## config.mk

```make
export PLATFORM = sky130hd
export DESIGN_NAME = meter_time_accum
export DESIGN_NICKNAME = d
export VERILOG_FILES = /design/src/rtl/meter_time_accum.sv
export SDC_FILE = /design/constraint.sdc
export NUM_CORES = 1
export LEC_CHECK = 0
export ABC_AREA = 1
export ABC_CLOCK_PERIOD_IN_PS = 3600
export CAP_MARGIN = 10
export CORE_ASPECT_RATIO = 1.75
export CORE_MARGIN = 4
export CORE_UTILIZATION = 45
export CTS_CLUSTER_DIAMETER = 150
export DETAILED_ROUTE_END_ITERATION = 8
export PLACE_DENSITY = 0.69
export SLEW_MARGIN = 10
export SYNTH_ARGS = -nofsm -noshare
export SYNTH_HDL_FRONTEND = slang
export SYNTH_SLANG_ARGS = --single-unit
```

## constraint.sdc

```tcl
create_clock -name clk -period 3.6 [get_ports clk]
set_input_delay 0.54 -clock clk [delete_from_list [all_inputs] [get_ports clk]]
set_output_delay 0.54 -clock clk [all_outputs]
set_load 0.005 [all_outputs]
```

## src/rtl/meter_time_accum.sv

```systemverilog
// Parking/traffic meter time accumulator: coin credit, 1 Hz countdown, saturation and held presets.
// Optional build macro METER_AUDIT_EN adds a 32-bit wrapping audit_total of nominal credited coin values.
module meter_time_accum #(
  parameter int WIDTH        = 14,
  parameter int MAX_TIME     = 9999,
  parameter int COIN0_VAL    = 10,
  parameter int COIN1_VAL    = 180,
  parameter int COIN2_VAL    = 200,
  parameter int COIN3_VAL    = 550,
  parameter int PRESET_A_VAL = 10,
  parameter int PRESET_B_VAL = 205
) (
  input  logic             clk,
  input  logic             reset,
  input  logic             sample_en,
  input  logic             tick_1hz,
  input  logic [3:0]       coin,
  input  logic             preset_a,
  input  logic             preset_b,
  output logic [WIDTH-1:0] time_remain,
  output logic             expired,
  output logic             coin_accepted,
  output logic [1:0]       state
`ifdef METER_AUDIT_EN
  ,
  output logic [31:0]      audit_total
`endif
);

  localparam logic [1:0] ST_IDLE = 2'b00;
  localparam logic [1:0] ST_RUN  = 2'b01;
  localparam logic [1:0] ST_PA   = 2'b10;
  localparam logic [1:0] ST_PB   = 2'b11;

  localparam logic [WIDTH:0]   MAX_W = (WIDTH+1)'(MAX_TIME);
  localparam logic [WIDTH:0]   C0_W  = (WIDTH+1)'(COIN0_VAL);
  localparam logic [WIDTH:0]   C1_W  = (WIDTH+1)'(COIN1_VAL);
  localparam logic [WIDTH:0]   C2_W  = (WIDTH+1)'(COIN2_VAL);
  localparam logic [WIDTH:0]   C3_W  = (WIDTH+1)'(COIN3_VAL);
  localparam logic [WIDTH-1:0] PA_W  = WIDTH'(PRESET_A_VAL);
  localparam logic [WIDTH-1:0] PB_W  = WIDTH'(PRESET_B_VAL);

  function automatic logic [WIDTH-1:0] sat_max(input logic [WIDTH:0] s);
    if (s > MAX_W) sat_max = MAX_W[WIDTH-1:0];
    else           sat_max = s[WIDTH-1:0];
  endfunction

  logic [WIDTH-1:0] time_q, time_d;
  logic [1:0]       state_q, state_d;
  logic             expired_q, expired_d;
  logic             acc_q, acc_d;
  logic [3:0]       coin_prev_q, coin_prev_d;
  logic [3:0]       ev;
  logic [1:0]       sel;
  logic             hit;
  logic [WIDTH:0]   add, dec, sum;

  always_comb begin
    ev          = coin & ~coin_prev_q;
    coin_prev_d = sample_en ? coin : coin_prev_q;
    hit         = sample_en && (ev != 4'b0000);
    // Lowest-numbered new edge wins; other simultaneous edges are swallowed by coin_prev.
    if (ev[0])      sel = 2'd0;
    else if (ev[1]) sel = 2'd1;
    else if (ev[2]) sel = 2'd2;
    else            sel = 2'd3;
    case (sel)
      2'd0:    add = C0_W;
      2'd1:    add = C1_W;
      2'd2:    add = C2_W;
      default: add = C3_W;
    endcase
    if (!hit) add = '0;
    dec = (tick_1hz && time_q != '0) ? (WIDTH+1)'(1) : '0;
    sum = {1'b0, time_q} - dec + add;

    state_d = state_q;
    time_d  = time_q;
    acc_d   = 1'b0;
    case (state_q)
      ST_IDLE, ST_RUN: begin
        if (sample_en && preset_a)      state_d = ST_PA;
        else if (sample_en && preset_b) state_d = ST_PB;
        else begin
          acc_d  = hit;
          time_d = sat_max(sum);
          if (hit)                                           state_d = ST_RUN;
          else if (state_q == ST_RUN && dec != '0 && sum == '0) state_d = ST_IDLE;
        end
      end
      default: begin
        // Release edge keeps the held preset value and always resumes in RUN.
        time_d = (state_q == ST_PA) ? PA_W : PB_W;
        if (sample_en) begin
          if (preset_a)      state_d = ST_PA;
          else if (preset_b) state_d = ST_PB;
          else               state_d = ST_RUN;
        end
      end
    endcase
    if (state_d == ST_PA) time_d = PA_W;
    if (state_d == ST_PB) time_d = PB_W;

    if (state_d == ST_PA || state_d == ST_PB) expired_d = 1'b0;
    else if (state_d == ST_IDLE)              expired_d = 1'b1;
    else                                      expired_d = (time_d == '0);
  end

  always_ff @(posedge clk) begin
    if (reset) begin
      time_q      <= '0;
      state_q     <= ST_IDLE;
      expired_q   <= 1'b1;
      acc_q       <= 1'b0;
      coin_prev_q <= 4'b0000;
    end else begin
      time_q      <= time_d;
      state_q     <= state_d;
      expired_q   <= expired_d;
      acc_q       <= acc_d;
      coin_prev_q <= coin_prev_d;
    end
  end

`ifdef METER_AUDIT_EN
  logic [31:0] audit_q, nom;
  always_comb begin
    case (sel)
      2'd0:    nom = 32'(COIN0_VAL);
      2'd1:    nom = 32'(COIN1_VAL);
      2'd2:    nom = 32'(COIN2_VAL);
      default: nom = 32'(COIN3_VAL);
    endcase
  end
  always_ff @(posedge clk) begin
    if (reset)      audit_q <= '0;
    else if (acc_d) audit_q <= audit_q + nom;
  end
  assign audit_total = audit_q;
`endif

  assign time_remain   = time_q;
  assign state         = state_q;
  assign expired       = expired_q;
  assign coin_accepted = acc_q;

endmodule

```

==> results of run 1 <==
## cells in the mapped netlist
master	number
buf_4	1
nand3_1	29
nand4_1	12
nor3_1	5
nor2_2	2
nand2_2	7
dfxtp_1	22
a21oi_1	26
buf_6	1
nor2_4	1
fa_1	1
xor2_1	1
a21oi_2	1
clkbuf_1	2
nand2_1	111
nor4_1	2
a21boi_0	1
nand3_2	4
ha_1	28
nor2_1	30
inv_1	90
o21ai_0	10
nor3_2	1
or2_2	1
## kinds of logic after synthesis
family | synth area share (%)
AOI/OAI and AO/OA | 8.575
xor gates and xnor gates | 0.3824
adders and majority gates | 16.17
buffers and inverters | 15.89
DFF | 19.22
and+or+nand+nor | 39.76
## layer usage
| metal | vias up | global-route usage, % | wire (um) |
|---|---|---|---|
| li1 | 1416 | - | - |
| met1 | 1323 | 24.73 | 2826 |
| met2 | 53 | 47.46 | 4228 |
| met3 | 24 | 1.770 | 149 |
| met4 | 0 | 12.25 | 331 |
| met5 | - | 0 | 0 |
## metrics by stage
stage / hold WS [ps] / utilization, % / area [sq um] / total power, uW
after detailed placement: 448.7 / 63.06 / 3112 / 1773
final: 481.9 / 74.26 / 3665 / 2334
after global routing: 517.0 / 74.26 / 3665 / 2527
after global placement: 442.1 / 63.06 / 3112 / 1762
after CTS: 477.4 / 69.80 / 3445 / 2145
after floorplan: 433.1 / - / 2350 / 1165
## power by group
part           internal (uW)  total, uW  leakage [uW]  switching, uW
Clock                   74.5        150     0.0000216           75.3
Sequential               274        303      0.000182           29.0
Combinational            888       1880       0.00167            993
## registers in the layout, summed over array words and instances, names as in the netlist
register / count
coin_accepted: 1
coin_prev_q: 4
expired: 1
state: 2
time_remain: 14
## worst reg2reg max path, cell delays in order, from the launching register on
cell and delay [ps]:
dfxtp_1 310, inv_2 70, nand2_4 70, o21ai_4 190, ha_4 230, or2_4 250
ha_4 250, inv_4 50, ha_4 130, inv_2 40, fa_2 360, inv_2 90
nand3_2 80, nand2_2 110, nand2_2 70, nand2_2 60, nand2_2 60, nand2_2 70
nand4_1 110, nand2_2 120, nand2_4 90, buf_4 150, nand3_2 70, nand3_1 70
nor2_1 130, nand3_1 80, a21oi_1 130
## layout make-up
cell class                      count  area share (%)
Tap cell                           54           1.844
Clock buffer                        3           1.127
Multi-Input combinational cell    273           52.71
Sequential cell                    22           12.02
Inverter                           90           9.355
Timing Repair Buffer              100           22.94
## final timing paths
path / from / to / slack (ps) / cells after the start
worst max-delay path: coin[2] / expired / 100 / 26
worst min-delay path: coin_prev_q[2] / coin_prev_q[2] / 480 / 2
worst max register to register: coin_prev_q[2] / expired / 120 / 26
worst min register to register: coin_prev_q[2] / coin_prev_q[2] / 480 / 2
## what timing repair did
| item | 4_1_cts | 5_1_grt |
|---|---|---|
| gates resized for setup | 56 | 59 |
| buffers inserted | 8 | 5 |
| pin swaps | 27 | 29 |
| gates cloned | 0 | 0 |
| endpoints found under the setup margin | 15 | 15 |
==> flow_summary.json, run 1 <==
{
  "status": "finished clean",
  "synth_top_area_share_pct": 19.22,
  "slew_viol_final": 0,
  "syn_to_final_growth_pct": 59.97,
  "maxCapViolCount": 0,
  "fin_ws_ps": 97.83,
  "grt_pass1_wl_um": 11850,
  "htreeDepth": 1,
  "crit_path_end_kind": "flip-flop",
  "drc": 0,
  "syn-num-nets": 428,
  "worstMarginPinSlew_ps": 467.8,
  "first_iter_violations": 138,
  "ir_drop_mv": 0.4866,
  "grt_antenna_before_repair": 0,
  "fmax_mhz": 285.5,
  "cts.clk_slew.worst_paths_ps": 80,
  "seq_area_frac_synth_pct": 19.22,
  "routed_wl_um": 7535,
  "grt_pass1_vias": 2796,
  "worst_path_largest_cell_delay_ps": 360,
  "drive_gt1_share_pct": 37.91,
  "io_pins": 28,
  "critPathKind": "in2reg",
  "place_inst": 526,
  "die_w_um": 61.94,
  "cts_tree": "done",
  "hpwl_um": 5809,
  "layout_common_cells": "nand2_1 (80), inv_1 (72), buf_4 (70)",
  "rows": 34,
  "final_hold_viol_count": 0,
  "die_area_sq_mm": 0.006342,
  "vias": 2816,
  "finalClockSkew_ps": 8.114,
  "core-area_sq_mm": 0.004935,
  "register_area_sq_um": 440.4,
  "die_h_um": 102.4,
  "setup_tns_ps": 0,
  "antennaDiodeCount": 0,
  "synthDistinctLibCells": 24,
  "overflow": 0,
  "cp_common_cell": "nand2_2",
  "cp_max_fo": 7,
  "cts_hold_repair.buffers": 0,
  "final_common_cell": "nand2_1",
  "initial_core_util_pct": 46.42,
  "port_buffers": 27,
  "avgRoutedWirePerCell_um": 13.90,
  "cts.sinks": 22,
  "synth_area_sq_mm": 0.002291,
  "clk_latency_ps": 260,
  "nFillCells": 403,
  "cts_buffers": 3,
  "yosys_register_bits": 22,
  "grt_max_degree": 14,
  "grt_usage_pct": 24.63,
  "synth_area_leaders": "dfxtp_1 (19%), nand2_1 (18%), ha_1 (15%)",
  "clock-root-buffer": "clkbuf_8",
  "final_nets": 529,
  "cp_top_family": "simple AND/OR/NAND/NOR gates",
  "cts_buffer_depth": 2,
  "rsz0062_at_grt": "true",
  "setup_viol": 0,
  "finalWeightedCongestion": 0.9499,
  "yosysTopAreaCell": "dfxtp_1",
  "final_cell_count_no_fill": 542,
  "min_period_over_period_pct": 97.28,
  "power.density_mw_per_mm2": 636.8,
  "leakagePower_uw": 0.001878,
  "netlist_instances": 389,
  "hold_class": "reg2reg",
  "multi_input_area_sq_mm": 0.001932,
  "crit_arrival_ps": 3700,
  "avgViaCountPerCell": 5.196,
  "fin_crit_ps": 3502,
  "ant_nets": 0,
  "start_kind": "input port",
  "drt-pass1-iter-count": 4,
  "avgSynthCellArea_sq_um": 5.889,
  "dp_slack_ps": -748.3,
  "relSlewSlack_pct": 68.77,
  "ys_warn_count": 0,
  "critPathBufInv": 5,
  "critPathRequiredTime_ps": 3800,
  "crit_slowest_cell": "fa_2"
}
No activity file was read; power rests on OpenSTA's default activity.
==> run 2: changes to the inputs <==
- ABC_CLOCK_PERIOD_IN_PS: 3600 -> 4100
- PLACE_DENSITY: 0.69 -> 0.67
- clock period: 3.6 -> 4.1 ns (I/O delays scaled with it)
==> flow_summary.json, run 2 (same netlist as run 1, synthesis figures left out) <==
{
  "core-area_sq_mm": 0.004935,
  "min_period_over_period_pct": 92.50,
  "syn_to_final_growth_pct": 43.42,
  "avgRoutedWirePerCell_um": 13.53,
  "finalClockSkew_ps": 8.343,
  "holdWs_ps": 489.9,
  "crit_path_end_kind": "flip-flop",
  "critPathRequiredTime_ps": 4290,
  "postLayoutCellArea_sq_mm": 0.003286,
  "overflow": 0,
  "final_hold_viol_count": 0,
  "vias": 2645,
  "ir_drop_mv": 0.3550,
  "grt_pass1_wl_um": 11270,
  "fmax_mhz": 263.7,
  "clock-root-buffer": "clkbuf_8",
  "drc": 0,
  "dp_slack_ps": -533.8,
  "final_nets": 509,
  "rsz0062_at_grt": "false",
  "critPathBufInv": 7,
  "relSlewSlack_pct": 48.20,
  "initial_core_util_pct": 46.42,
  "cts.clk_slew.worst_paths_ps": 70,
  "cp_max_fo": 6,
  "first_iter_violations": 94,
  "layout_common_cells": "nand2_1 (90), inv_1 (83), buf_4 (51)",
  "placed_area_sq_mm": 0.002955,
  "power.density_mw_per_mm2": 559.3,
  "grt_antenna_before_repair": 0,
  "status": "finished clean",
  "grtUsageMet1_pct": 24.02,
  "grt_usage_pct": 23.44,
  "leakagePower_uw": 0.001757,
  "use_met3_pct": 1.517,
  "avgViaCountPerCell": 5.067,
  "htreeDepth": 1,
  "io_pins": 28,
  "routed_wl_um": 7065,
  "die_area_sq_mm": 0.006342,
  "cts_hold_repair.buffers": 0,
  "setup_tns_ps": 0,
  "use_met2_pct": 44.47,
  "fin_ws_ps": 307.5,
  "cp_top_family": "simple AND/OR/NAND/NOR gates",
  "die_w_um": 61.94,
  "slew_viol_final": 0,
  "grt_pass1_vias": 2601,
  "grt_max_degree": 14,
  "maxCapViolCount": 0,
  "setup_viol": 0,
  "crit_slowest_cell": "clkdlybuf4s50_1",
  "fin_crit_ps": 3792,
  "crit_arrival_ps": 3980,
  "port_buffers": 27,
  "cts.sinks": 22,
  "drive_gt1_share_pct": 27.78,
  "hold_class": "reg2reg",
  "ant_nets": 0,
  "worstMarginPinSlew_ps": 770.1,
  "busiest_layer": "met2",
  "worst_path_largest_cell_delay_ps": 450,
  "cts_buffers": 3,
  "final_common_cell": "nand2_1",
  "hpwl_um": 5724,
  "drt-pass1-iter-count": 4,
  "rows": 34,
  "finalWeightedCongestion": 0.9298,
  "die_h_um": 102.4,
  "cts_buffer_depth": 2,
  "antennaDiodeCount": 0,
  "clk_latency_ps": 260,
  "critPathKind": "in2reg",
  "start_kind": "input port",
  "nFillCells": 468,
  "cts_tree": "done",
  "cp_common_cell": "nand2_1",
  "largest_reg_flops": 14
}
[run 2: timing repair]
action,in CTS,in global routing
endpoints found under the setup margin,8,11
gates cloned,1,0
pin swaps,3,24
gates resized for setup,17,57
buffers inserted,0,5
[run 2: worst reg2reg max path: cells and delay by family, from the launching register on]
family / cells / cell delay [ps]
adder cells (fa/ha/maj): 4 / 860
AND/OR/NAND/NOR: 19 / 1780
flip-flops: 1 / 340
AO/OA/AOI/OAI: 1 / 120
buffers and inverters: 5 / 370
[run 2: worst paths after layout]
check	slack, ps	start	to	cells after the start
worst max-delay path	310	coin[3]	time_remain[6]	28
worst min register to register	490	coin_prev_q[2]	coin_prev_q[2]	2
worst max register to register	570	time_remain[13]	expired	29
worst min-delay path	490	coin_prev_q[2]	coin_prev_q[2]	2
[run 2: through the flow]
| step | util (%) | std cells | total power (uW) |
|---|---|---|---|
| detailed placement | 59.89 | 513 | 1452 |
| global route | 66.58 | 522 | 2004 |
| floorplan | - | 389 | 990.9 |
| global placement | 59.89 | 513 | 1447 |
| CTS | 62.14 | 517 | 1662 |
| finish | 66.58 | 522 | 1838 |
[run 2: cell type report]
class	instances	area, sq um	area share [%]
Multi-Input combinational cell	274	1727	52.55
Clock buffer	3	41.29	1.257
Sequential cell	22	440.4	13.40
Tap cell	54	67.56	2.056
Inverter	90	337.8	10.28
Timing Repair Buffer	79	671.9	20.45
[run 2: power by group]
| part | total, uW | switching, uW | internal, uW |
|---|---|---|---|
| clock | 133 | 67.0 | 65.6 |
| combinational | 1440 | 791 | 644 |
| sequential | 270 | 29.5 | 240 |
[run 2: metal layers]
| layer | wire length [um] | vias to the layer above | share of wire (%) |
|---|---|---|---|
| met5 | 0 | - | 0 |
| li1 | - | 1370 | - |
| met2 | 3859 | 53 | 55 |
| met4 | 410 | 0 | 5.8 |
| met3 | 169 | 25 | 2.4 |
| met1 | 2625 | 1197 | 37 |
==> RTL change, RTL diff (config.mk and constraints of run 1) <==
The output `expired` loses its register stage (`expired_q` becomes a continuous assignment).
--- a/src/rtl/meter_time_accum.sv
+++ b/src/rtl/meter_time_accum.sv
@@ -112,3 +112,2 @@
       state_q     <= ST_IDLE;
-      expired_q   <= 1'b1;
       acc_q       <= 1'b0;
@@ -118,3 +117,2 @@
       state_q     <= state_d;
-      expired_q   <= expired_d;
       acc_q       <= acc_d;
@@ -123,2 +121,4 @@
   end
+
+  assign expired_q = expired_d;
 
Function: changed (a bounded check fails within 4 cycles, from zero or initial values and one cycle with reset high).
==> RTL change against run 1 <==
- the flow now finishes with violations (setup timing)
- sequential power shrank 4%
- area after synthesis fell by 0.55%
- routed wire length rose by 3.5%
- cell area up 2.4%
- worst setup slack worse by 1.1 ns
- sequential cell count fell by 1
- sequential share of layout area is 0.81 points lower
- total power rose by 22%
- largest cell class unchanged
- highest routed layer unchanged
==> RTL change: results (changes against run 1) <==
vias 2774 (was 2816); R2R Path Start coin_prev_q[2]$_SDFFE_PP0P_ (unchanged); worst setup path end expired (was expired$_SDFF_PP1_); crit path launch coin[1] (was coin[2]); met3 wire length 185 microns (was 149 microns); Post-CTS Setup Inserts 10 (was 8); Seq cells 21 (was 22); multi-input gates 252 (was 273); setup TNS -1.345 ns (was 0 ns); WP data arrival 4.06 ns (was 3.70 ns); average cell area after synthesis 6.364 sq um (was 5.889 sq um); final-layout non-clock buffer area share 27.88% (was 22.94%); total wire length 7796 microns (was 7535 microns); worst vdd ir 550.7 uV (was 486.6 uV); Layout fillers 346 (was 403); WL met1 2630 microns (was 2826 microns); first-pass GRT wire length 11880 microns (was 11850 microns); wire length on met2 4641 microns (was 4228 microns); library cells used by synthesis 33 (was 24); Clk pwr share 5.7% (was 6.4%); r2r worst-path depth 25 (was 26); R2R Setup Slk -0.02 ns (was 0.12 ns); clk_lat worst skew 0.28 ns (was 0.26 ns); max layer used met4 (unchanged); Max Fanout on Critical Path 4 (was 7); Rel. slew slack 48.90% (was 68.77%); Inverters excl. clock 82 (was 90); Comb group 2.40 mW (was 1.88 mW); met1 usage 23.23% (was 24.73%); number of non-clock buffers in the layout 128 (was 100); GR Util met3 2.276% (was 1.770%); Total GRT Usage 25.06% (was 24.63%); setup violators final 6 (was 0); CTS clk-pin slew, worst paths 0.07 ns; hpwl dp 5876 microns (was 5809 microns); share of cells above drive strength 1 43.74% (was 37.91%); RD Place Congestion 0.9655 (was 0.9499); Final clock-cell share 1.234% (was 1.127%); Net count, final 527 (was 529); Longest Clk Path Bufs 2 (unchanged); Seq/total area 11.20% (was 12.02%); combinational share of power 84.1% (was 80.6%); most frequent cells after synthesis nand2_1, inv_1, nor2_1 (unchanged); Post-CTS Resized 47 (was 56); hold endpoint coin_prev_q[3]$_SDFFE_PP0P_ (was coin_prev_q[2]$_SDFFE_PP0P_); failing checks setup timing; status finished with violations (was complete, no violations); PnR worst setup slack -0.9957 ns (was 0.09783 ns); Cell Int Power 1.506 mW (was 1.236 mW); skew final 0.01296 ns (was 0.008114 ns); TritonRoute pass-1 iters 6 (was 4); drt initial violations 119 (was 138); worst reg2reg endpoint time_remain[1]$_SDFF_PP0_ (was expired$_SDFF_PP1_)
## RTL change: cell types whose count changed in the layout (fill, tap and decap cells not counted), moves of 4 or more
cell,run 1,this run
nor2_4,4,8
o21ai_0,5,1
nor2_1,25,29
nand3b_1,0,4
nand2_1,80,66
inv_2,16,11
a21oi_1,23,6
nand3_1,17,13
buf_4,70,96
a31oi_1,0,4
inv_1,72,65
## RTL change: metrics by stage
| step | cell area [sq um] | hold WS [ns] |
|---|---|---|
| floorplan | 2352 | 0.4564 |
| global placement | 3312 | 0.4719 |
| detailed placement | 3312 | 0.4858 |
| CTS | 3557 | 0.4957 |
| global route | 3752 | 0.5367 |
| finish | 3752 | 0.4962 |
## RTL change: cells by family after synthesis
family          after synthesis  share of synthesized area (%)
flops                        21                          18.45
compound gates               28                          8.017
buf+inv                      86                          14.88
simple gates                193                          42.01
xor+xnor                      1                         0.3845
fa+ha+maj                    29                          16.26
